$ cat config.mk
export PLATFORM = sky130hd
export DESIGN_NAME = pipe_credit_ctrl_flat
export DESIGN_NICKNAME = d
export VERILOG_FILES = /design/src/rtl/pipe_credit_ctrl_if.sv /design/src/rtl/pipe_credit_ctrl.sv /design/src/flat_wrapper.sv
export SDC_FILE = /design/constraint.sdc
export NUM_CORES = 1
export LEC_CHECK = 0
export BUFFER_PORTS_ARGS = -buffer_cell sky130_fd_sc_hd__buf_2
export CAP_MARGIN = 20
export CORE_MARGIN = 2
export CORE_UTILIZATION = 35
export DETAILED_ROUTE_END_ITERATION = 16
export GPL_TIMING_DRIVEN = 0
export PLACE_DENSITY = 0.6
export SLEW_MARGIN = 20
export SYNTH_ARGS = -nofsm -noshare
export SYNTH_HDL_FRONTEND = slang
export SYNTH_SLANG_ARGS = --single-unit
$ cat constraint.sdc
create_clock -name clk -period 5.4 [get_ports clk]
set_input_delay 0.27 -clock clk [delete_from_list [all_inputs] [get_ports clk]]
set_output_delay 0.27 -clock clk [all_outputs]
set_load 0.02 [all_outputs]
$ cat src/rtl/pipe_credit_ctrl_if.sv
// Handshake bundle between pipe_credit_ctrl and its upstream source, pipeline and downstream sink.
// The master modport is the controller's view; the slave modport is the surrounding environment's view.
interface pipe_credit_ctrl_if #(
   parameter int C_DATA_WIDTH = 16,
   parameter int C_CNT_WIDTH  = 8
);
   logic                    en;
   logic                    in_valid;
   logic                    in_ready;
   logic                    pipe_ce;
   logic                    pipe_launch;
   logic [C_DATA_WIDTH-1:0] pipe_dout;
   logic                    out_valid;
   logic                    out_ready;
   logic [C_DATA_WIDTH-1:0] out_data;
   logic [C_CNT_WIDTH-1:0]  inflight_count;
   logic [C_CNT_WIDTH-1:0]  fifo_count;

   modport master (
      input  en, in_valid, pipe_dout, out_ready,
      output in_ready, pipe_ce, pipe_launch, out_valid, out_data, inflight_count, fifo_count
   );

   modport slave (
      output en, in_valid, pipe_dout, out_ready,
      input  in_ready, pipe_ce, pipe_launch, out_valid, out_data, inflight_count, fifo_count
   );
endinterface

$ cat src/rtl/pipe_credit_ctrl.sv
// Credit-based front/back end for a fixed-latency ce-gated pipeline with a first-word fall-through output FIFO.
// Optional statistics counters (stall_cycles, accepted) are built when PIPE_CREDIT_STATS_EN is defined.
module pipe_credit_ctrl #(
   parameter int C_LATENCY    = 4,
   parameter int C_DATA_WIDTH = 16,
   parameter int C_FIFO_DEPTH = 8,
   parameter int C_CNT_WIDTH  = 8
) (
   input  logic                clk,
   input  logic                rst,
   pipe_credit_ctrl_if.master  bus
`ifdef PIPE_CREDIT_STATS_EN
   ,
   output logic [31:0]         stall_cycles,
   output logic [31:0]         accepted
`endif
);

   localparam int PTR_W = (C_FIFO_DEPTH > 1) ? $clog2(C_FIFO_DEPTH) : 1;

   logic [C_LATENCY-1:0]    r_vldSr;
   logic [C_CNT_WIDTH-1:0]  r_inflightCount;
   logic [C_CNT_WIDTH-1:0]  r_fifoCount;
   logic [PTR_W-1:0]        r_wrPtr;
   logic [PTR_W-1:0]        r_rdPtr;
   logic [C_DATA_WIDTH-1:0] r_mem [C_FIFO_DEPTH];
   logic [C_DATA_WIDTH-1:0] r_outData;

   logic                    w_inReady;
   logic                    w_launch;
   logic                    w_push;
   logic                    w_pop;
   logic                    w_outValid;
   logic                    w_headIsPush;
   logic [C_CNT_WIDTH:0]    w_creditSum;
   logic [PTR_W-1:0]        w_rdPtrNext;
   logic [C_CNT_WIDTH-1:0]  w_fifoCountNext;

   // Every launched operand reserves a FIFO slot, so a result never finds the FIFO full.
   assign w_creditSum  = {1'b0, r_inflightCount} + {1'b0, r_fifoCount};
   assign w_inReady    = bus.en && !rst && (w_creditSum < (C_CNT_WIDTH+1)'(C_FIFO_DEPTH));
   assign w_launch     = bus.in_valid && w_inReady;
   assign w_push       = bus.en && r_vldSr[C_LATENCY-1];
   assign w_outValid   = (r_fifoCount != '0);
   assign w_pop        = w_outValid && bus.out_ready;
   assign w_rdPtrNext  = w_pop ? r_rdPtr + PTR_W'(1) : r_rdPtr;
   assign w_headIsPush = w_push && ((r_fifoCount == '0) || (w_pop && (r_fifoCount == C_CNT_WIDTH'(1))));

   always_comb begin
      w_fifoCountNext = r_fifoCount;
      case ({w_push, w_pop})
         2'b10:   w_fifoCountNext = r_fifoCount + C_CNT_WIDTH'(1);
         2'b01:   w_fifoCountNext = r_fifoCount - C_CNT_WIDTH'(1);
         default: w_fifoCountNext = r_fifoCount;
      endcase
   end

   // Valid line freezes with the pipeline whenever en is low.
   generate
      if (C_LATENCY == 1) begin : g_vldOne
         always_ff @(posedge clk) begin
            if (rst)         r_vldSr <= '0;
            else if (bus.en) r_vldSr <= w_launch;
         end
      end else begin : g_vldMany
         always_ff @(posedge clk) begin
            if (rst)         r_vldSr <= '0;
            else if (bus.en) r_vldSr <= {r_vldSr[C_LATENCY-2:0], w_launch};
         end
      end
   endgenerate

   always_ff @(posedge clk) begin
      if (w_push) r_mem[r_wrPtr] <= bus.pipe_dout;
   end

   // out_data is registered with the head of the next cycle, bypassing the array when the push becomes the head.
   always_ff @(posedge clk) begin
      if (rst) begin
         r_inflightCount <= '0;
         r_fifoCount     <= '0;
         r_wrPtr         <= '0;
         r_rdPtr         <= '0;
         r_outData       <= '0;
      end else begin
         case ({w_launch, w_push})
            2'b10:   r_inflightCount <= r_inflightCount + C_CNT_WIDTH'(1);
            2'b01:   r_inflightCount <= r_inflightCount - C_CNT_WIDTH'(1);
            default: r_inflightCount <= r_inflightCount;
         endcase
         r_fifoCount <= w_fifoCountNext;
         r_rdPtr     <= w_rdPtrNext;
         if (w_push) r_wrPtr <= r_wrPtr + PTR_W'(1);
         if (w_fifoCountNext != '0) r_outData <= w_headIsPush ? bus.pipe_dout : r_mem[w_rdPtrNext];
      end
   end

   assign bus.in_ready       = w_inReady;
   assign bus.pipe_ce        = bus.en;
   assign bus.pipe_launch    = w_launch;
   assign bus.out_valid      = w_outValid;
   assign bus.out_data       = r_outData;
   assign bus.inflight_count = r_inflightCount;
   assign bus.fifo_count     = r_fifoCount;

`ifdef PIPE_CREDIT_STATS_EN
   logic [31:0] r_stallCycles;
   logic [31:0] r_accepted;

   // Both counters saturate rather than wrap.
   always_ff @(posedge clk) begin
      if (rst) begin
         r_stallCycles <= '0;
         r_accepted    <= '0;
      end else begin
         if (bus.in_valid && !w_inReady && (r_stallCycles != '1)) r_stallCycles <= r_stallCycles + 32'd1;
         if (w_launch && (r_accepted != '1))                      r_accepted    <= r_accepted + 32'd1;
      end
   end

   assign stall_cycles = r_stallCycles;
   assign accepted     = r_accepted;
`endif

endmodule

$ cat src/flat_wrapper.sv
// flat-port wrapper written by rule: the top's interface ports become plain ports
module pipe_credit_ctrl_flat 
#(
   parameter int C_LATENCY    = 4,
   parameter int C_DATA_WIDTH = 16,
   parameter int C_FIFO_DEPTH = 8,
   parameter int C_CNT_WIDTH  = 8
)
  (clk, rst, bus_en, bus_in_valid, bus_pipe_dout, bus_out_ready, bus_in_ready, bus_pipe_ce, bus_pipe_launch, bus_out_valid, bus_out_data, bus_inflight_count, bus_fifo_count);
  pipe_credit_ctrl_if #(.C_DATA_WIDTH(C_DATA_WIDTH), .C_CNT_WIDTH(C_CNT_WIDTH)) bus_i ();
  input  logic clk;
  input  logic rst;
  input wire logic [$bits(bus_i.en)-1:0] bus_en;
  input wire logic [$bits(bus_i.in_valid)-1:0] bus_in_valid;
  input wire logic [$bits(bus_i.pipe_dout)-1:0] bus_pipe_dout;
  input wire logic [$bits(bus_i.out_ready)-1:0] bus_out_ready;
  output wire logic [$bits(bus_i.in_ready)-1:0] bus_in_ready;
  output wire logic [$bits(bus_i.pipe_ce)-1:0] bus_pipe_ce;
  output wire logic [$bits(bus_i.pipe_launch)-1:0] bus_pipe_launch;
  output wire logic [$bits(bus_i.out_valid)-1:0] bus_out_valid;
  output wire logic [$bits(bus_i.out_data)-1:0] bus_out_data;
  output wire logic [$bits(bus_i.inflight_count)-1:0] bus_inflight_count;
  output wire logic [$bits(bus_i.fifo_count)-1:0] bus_fifo_count;
  assign bus_i.en = bus_en;
  assign bus_i.in_valid = bus_in_valid;
  assign bus_i.pipe_dout = bus_pipe_dout;
  assign bus_i.out_ready = bus_out_ready;
  assign bus_in_ready = bus_i.in_ready;
  assign bus_pipe_ce = bus_i.pipe_ce;
  assign bus_pipe_launch = bus_i.pipe_launch;
  assign bus_out_valid = bus_i.out_valid;
  assign bus_out_data = bus_i.out_data;
  assign bus_inflight_count = bus_i.inflight_count;
  assign bus_fifo_count = bus_i.fifo_count;
  pipe_credit_ctrl #(.C_LATENCY(C_LATENCY), .C_DATA_WIDTH(C_DATA_WIDTH), .C_FIFO_DEPTH(C_FIFO_DEPTH), .C_CNT_WIDTH(C_CNT_WIDTH)) u_core (.clk(clk), .rst(rst), .bus(bus_i));
endmodule
==> results.yml <==
synthesis:
  synth_edf_count: 128
  avgSynthCellArea_um2: 14.9
  async_flop_share_pct: 0
  syn_inst: 575
  ys.flop_type: "edfxtp_1"
  yosys.cell_types.count: 53
  ys_seq_area_share_pct: 54.8
  ys_ff_latch: 170
  netlist_area_um2: 8550
  yosys_warnings: 0
  synth_nets: 619
cells_and_area:
  drive_gt1_share_pct: 28.5
  final_common_cell: "edfxtp_1"
  post-route-util_pct: 41.5
  nets: 709
  final_cell_mix: "128 x edfxtp_1, 69 x buf_2, 64 x mux4_2"
  area_delta_synth_final_pct: 17.4
setup_path:
  r2r_setup_slack_ps: 1190
  end_kind: "flip-flop"
  max_stage_delay_ps: 480
  path_max_fanout: 10
  r2r_cells: 14
  cp-start-kind: "flip-flop"
  cpMaxStageDelayCell: "nor4_4"
  critPathArrivalTime_ps: 4530
  crit_chain: "buf_6, nor4_4, nand3_1, nand2_2, buf_2, inv_2, ha_1, clkbuf_1, clkbuf_1, a211oi_1, a21oi_1, nand4_4, buf_6, mux2i_1"
  path_class: "reg2reg"
  required_ps: 5720
  r2r-end: "u_core.bus.out_data[2]"
  timing.rr.start: "u_core.bus.fifo_count[3]"
place:
  dpl.hpwl_mm: 14.9
  gp_congestion: 0.832
  numPortBuffers: 55
  place_ws_ps: 1270
timing:
  setup-violations-final: 0
  period_share_pct: 78.0
  worst_slack_ps: 1190
  skew_ps: 10.8
  worst_pin_slew_ps: 978
  period_needed_ps: 4210
  fmaxAchievable_mhz: 238
  rsz0062_at_grt: "no"
  relSlewSlack_pct: 34.8
  hold-worst-slack_ps: 123
  report.final.slew_viol_count: 0
  hold_viol: 0
  tns_ps: 0
clocking:
  post_cts_buffers: 0
  htree_levels: 4
  cts_buffers: 17
  cts_root_buf: "clkbuf_16"
  clk_pin_slew_ps: 70
  insertion_delay_ps: 430
  cts_resized: 0
  cts_sinks: 170
  hold_buffers: 0
  clockBufferDepth: 2
  cts_tree: "built"
route:
  drtPass1Iterations: 5
  first_iter_violations: 669
  route.vias.total: 5569
  wl_per_cell_um: 20.8
  ant_nets: 0
  viasPerCell: 5.55
  routed_wl_mm: 20.8
  drcViolationCount: 0
floorplanning:
  core_area_um2: 24200
  die_area_um2: 25700
  start_util_pct: 35.4
  die_y_um: 160
  die_x_um: 160
  row_count: 57
  pin_count: 57
power:
  max-vdd-ir-drop_v: 0.000192
  power_mw: 2.78
  leakage_nw: 3.64
  p_per_area_nw_per_um2: 277
grt:
  grt_pass1_vias: 5618
  antenna_found_initial: 1
  grt_usage_pct: 16.7
  grt-ovfl-total: 0
  grt_first_pass_wirelength_mm: 32.6
  grt_max_degree: 17
worst_hold_path:
  holdPathEnd: "u_core.r_mem[1][10]"
  whs_path_depth: 1
  min_from: "bus_pipe_dout[10]"
  hp-class: "in2reg"
status:
  outcome: "finished clean"
job:
  cap_violations: 0
==> where the power goes <==
group,total [mW],internal (mW),switching (mW)
clock network,1.32,0.787,0.531
logic,0.0538,0.0184,0.0354
registers,1.40,1.40,0.00135
total,2.78,2.21,0.568
==> layer usage <==
metal / global-route usage (%) / wire, µm
met4: 4.87 / 275
met2: 27.1 / 10100
met1: 23.1 / 9170
met5: 0 / 0
met3: 3.09 / 1250
==> layout make-up <==
type | count | area (µm²)
repair buffers | 71 | 398
flip-flops and latches | 170 | 4680
clock buffers | 18 | 429
plain buffers | 43 | 196
well taps | 324 | 405
clock inverters | 14 | 204
inverters | 11 | 41.3
multi-input cells | 351 | 3670
diodes | 1 | 2.50
fillers | 2203 | 14100
==> cells by family after synthesis <==
logic type	share of synthesized area, %
AOI/OAI and AO/OA	7.58
xor gates and xnor gates	0.717
adders and majority gates	3.45
buffers and inverters	2.77
DFF	54.8
muxes	23.2
and+or+nand+nor	7.48
==> cell usage after synthesis, types with 4 or more instances <==
cell | number | area share (%)
mux2i_1 | 54 | 6.3
ha_1 | 22 | 3.2
edfxtp_1 | 128 | 45
inv_1 | 10 | 0.44
mux4_2 | 64 | 17
buf_2 | 9 | 0.53
nor2b_1 | 6 | 0.44
nor3_1 | 9 | 0.53
o21a_1 | 4 | 0.35
and3_1 | 4 | 0.29
xnor2_1 | 4 | 0.41
nand2_1 | 21 | 0.92
nor2_1 | 31 | 1.4
a221o_1 | 20 | 2.3
nand4_1 | 4 | 0.29
a21oi_1 | 20 | 1.2
o21ai_0 | 5 | 0.29
nand2b_1 | 17 | 1.2
nand3_1 | 9 | 0.53
o21bai_1 | 16 | 1.4
dfxtp_1 | 42 | 9.8
buf_1 | 6 | 0.26
clkbuf_1 | 24 | 1.1
==> critical path: cells and delay by family (launching register included) <==
kind | cells | cell delay [ps]
and+or+nand+nor | 4 | 1310
adders and majority gates | 1 | 280
buffers and inverters | 6 | 1580
muxes | 1 | 130
AOI/OAI and AO/OA | 2 | 440
DFF | 1 | 340
==> per-stage QoR <==
| step | instance area [µm²] | cells |
|---|---|---|
| 2_1_floorplan | 8550 | 575 |
| 3_3_place_gp | 9230 | 954 |
| 3_5_place_dp | 9400 | 970 |
| 4_1_cts | 10000 | 1002 |
| 5_1_grt | 10000 | 1002 |
| 6_report | 10000 | 1003 |
==> sequential cells by signal (all words and copies together), names as in the netlist <==
signal and cells:
u_core.r_mem 128, u_core.r_rdPtr 3, u_core.bus.fifo_count 8, u_core.r_vldSr 4, u_core.r_wrPtr 3, u_core.bus.inflight_count 8, u_core.bus.out_data 16
==> how the worst max path moves through the flow <==
stage	from	end	slack (ps)	cells after the start
4_1_cts	u_core.bus.fifo_count[3]	u_core.bus.out_data[2]	1250	14
5_1_grt	u_core.bus.fifo_count[3]	u_core.bus.out_data[8]	880	14
2_1_floorplan	u_core.bus.fifo_count[1]	u_core.bus.inflight_count[7]	1600	14
6_report	u_core.bus.fifo_count[3]	u_core.bus.out_data[2]	1190	14
3_5_place_dp	u_core.bus.fifo_count[3]	u_core.bus.out_data[11]	1270	14
3_3_place_gp	bus_en	u_core.r_mem[4][12]	450	3
No activity file was read; power rests on OpenSTA's default activity.
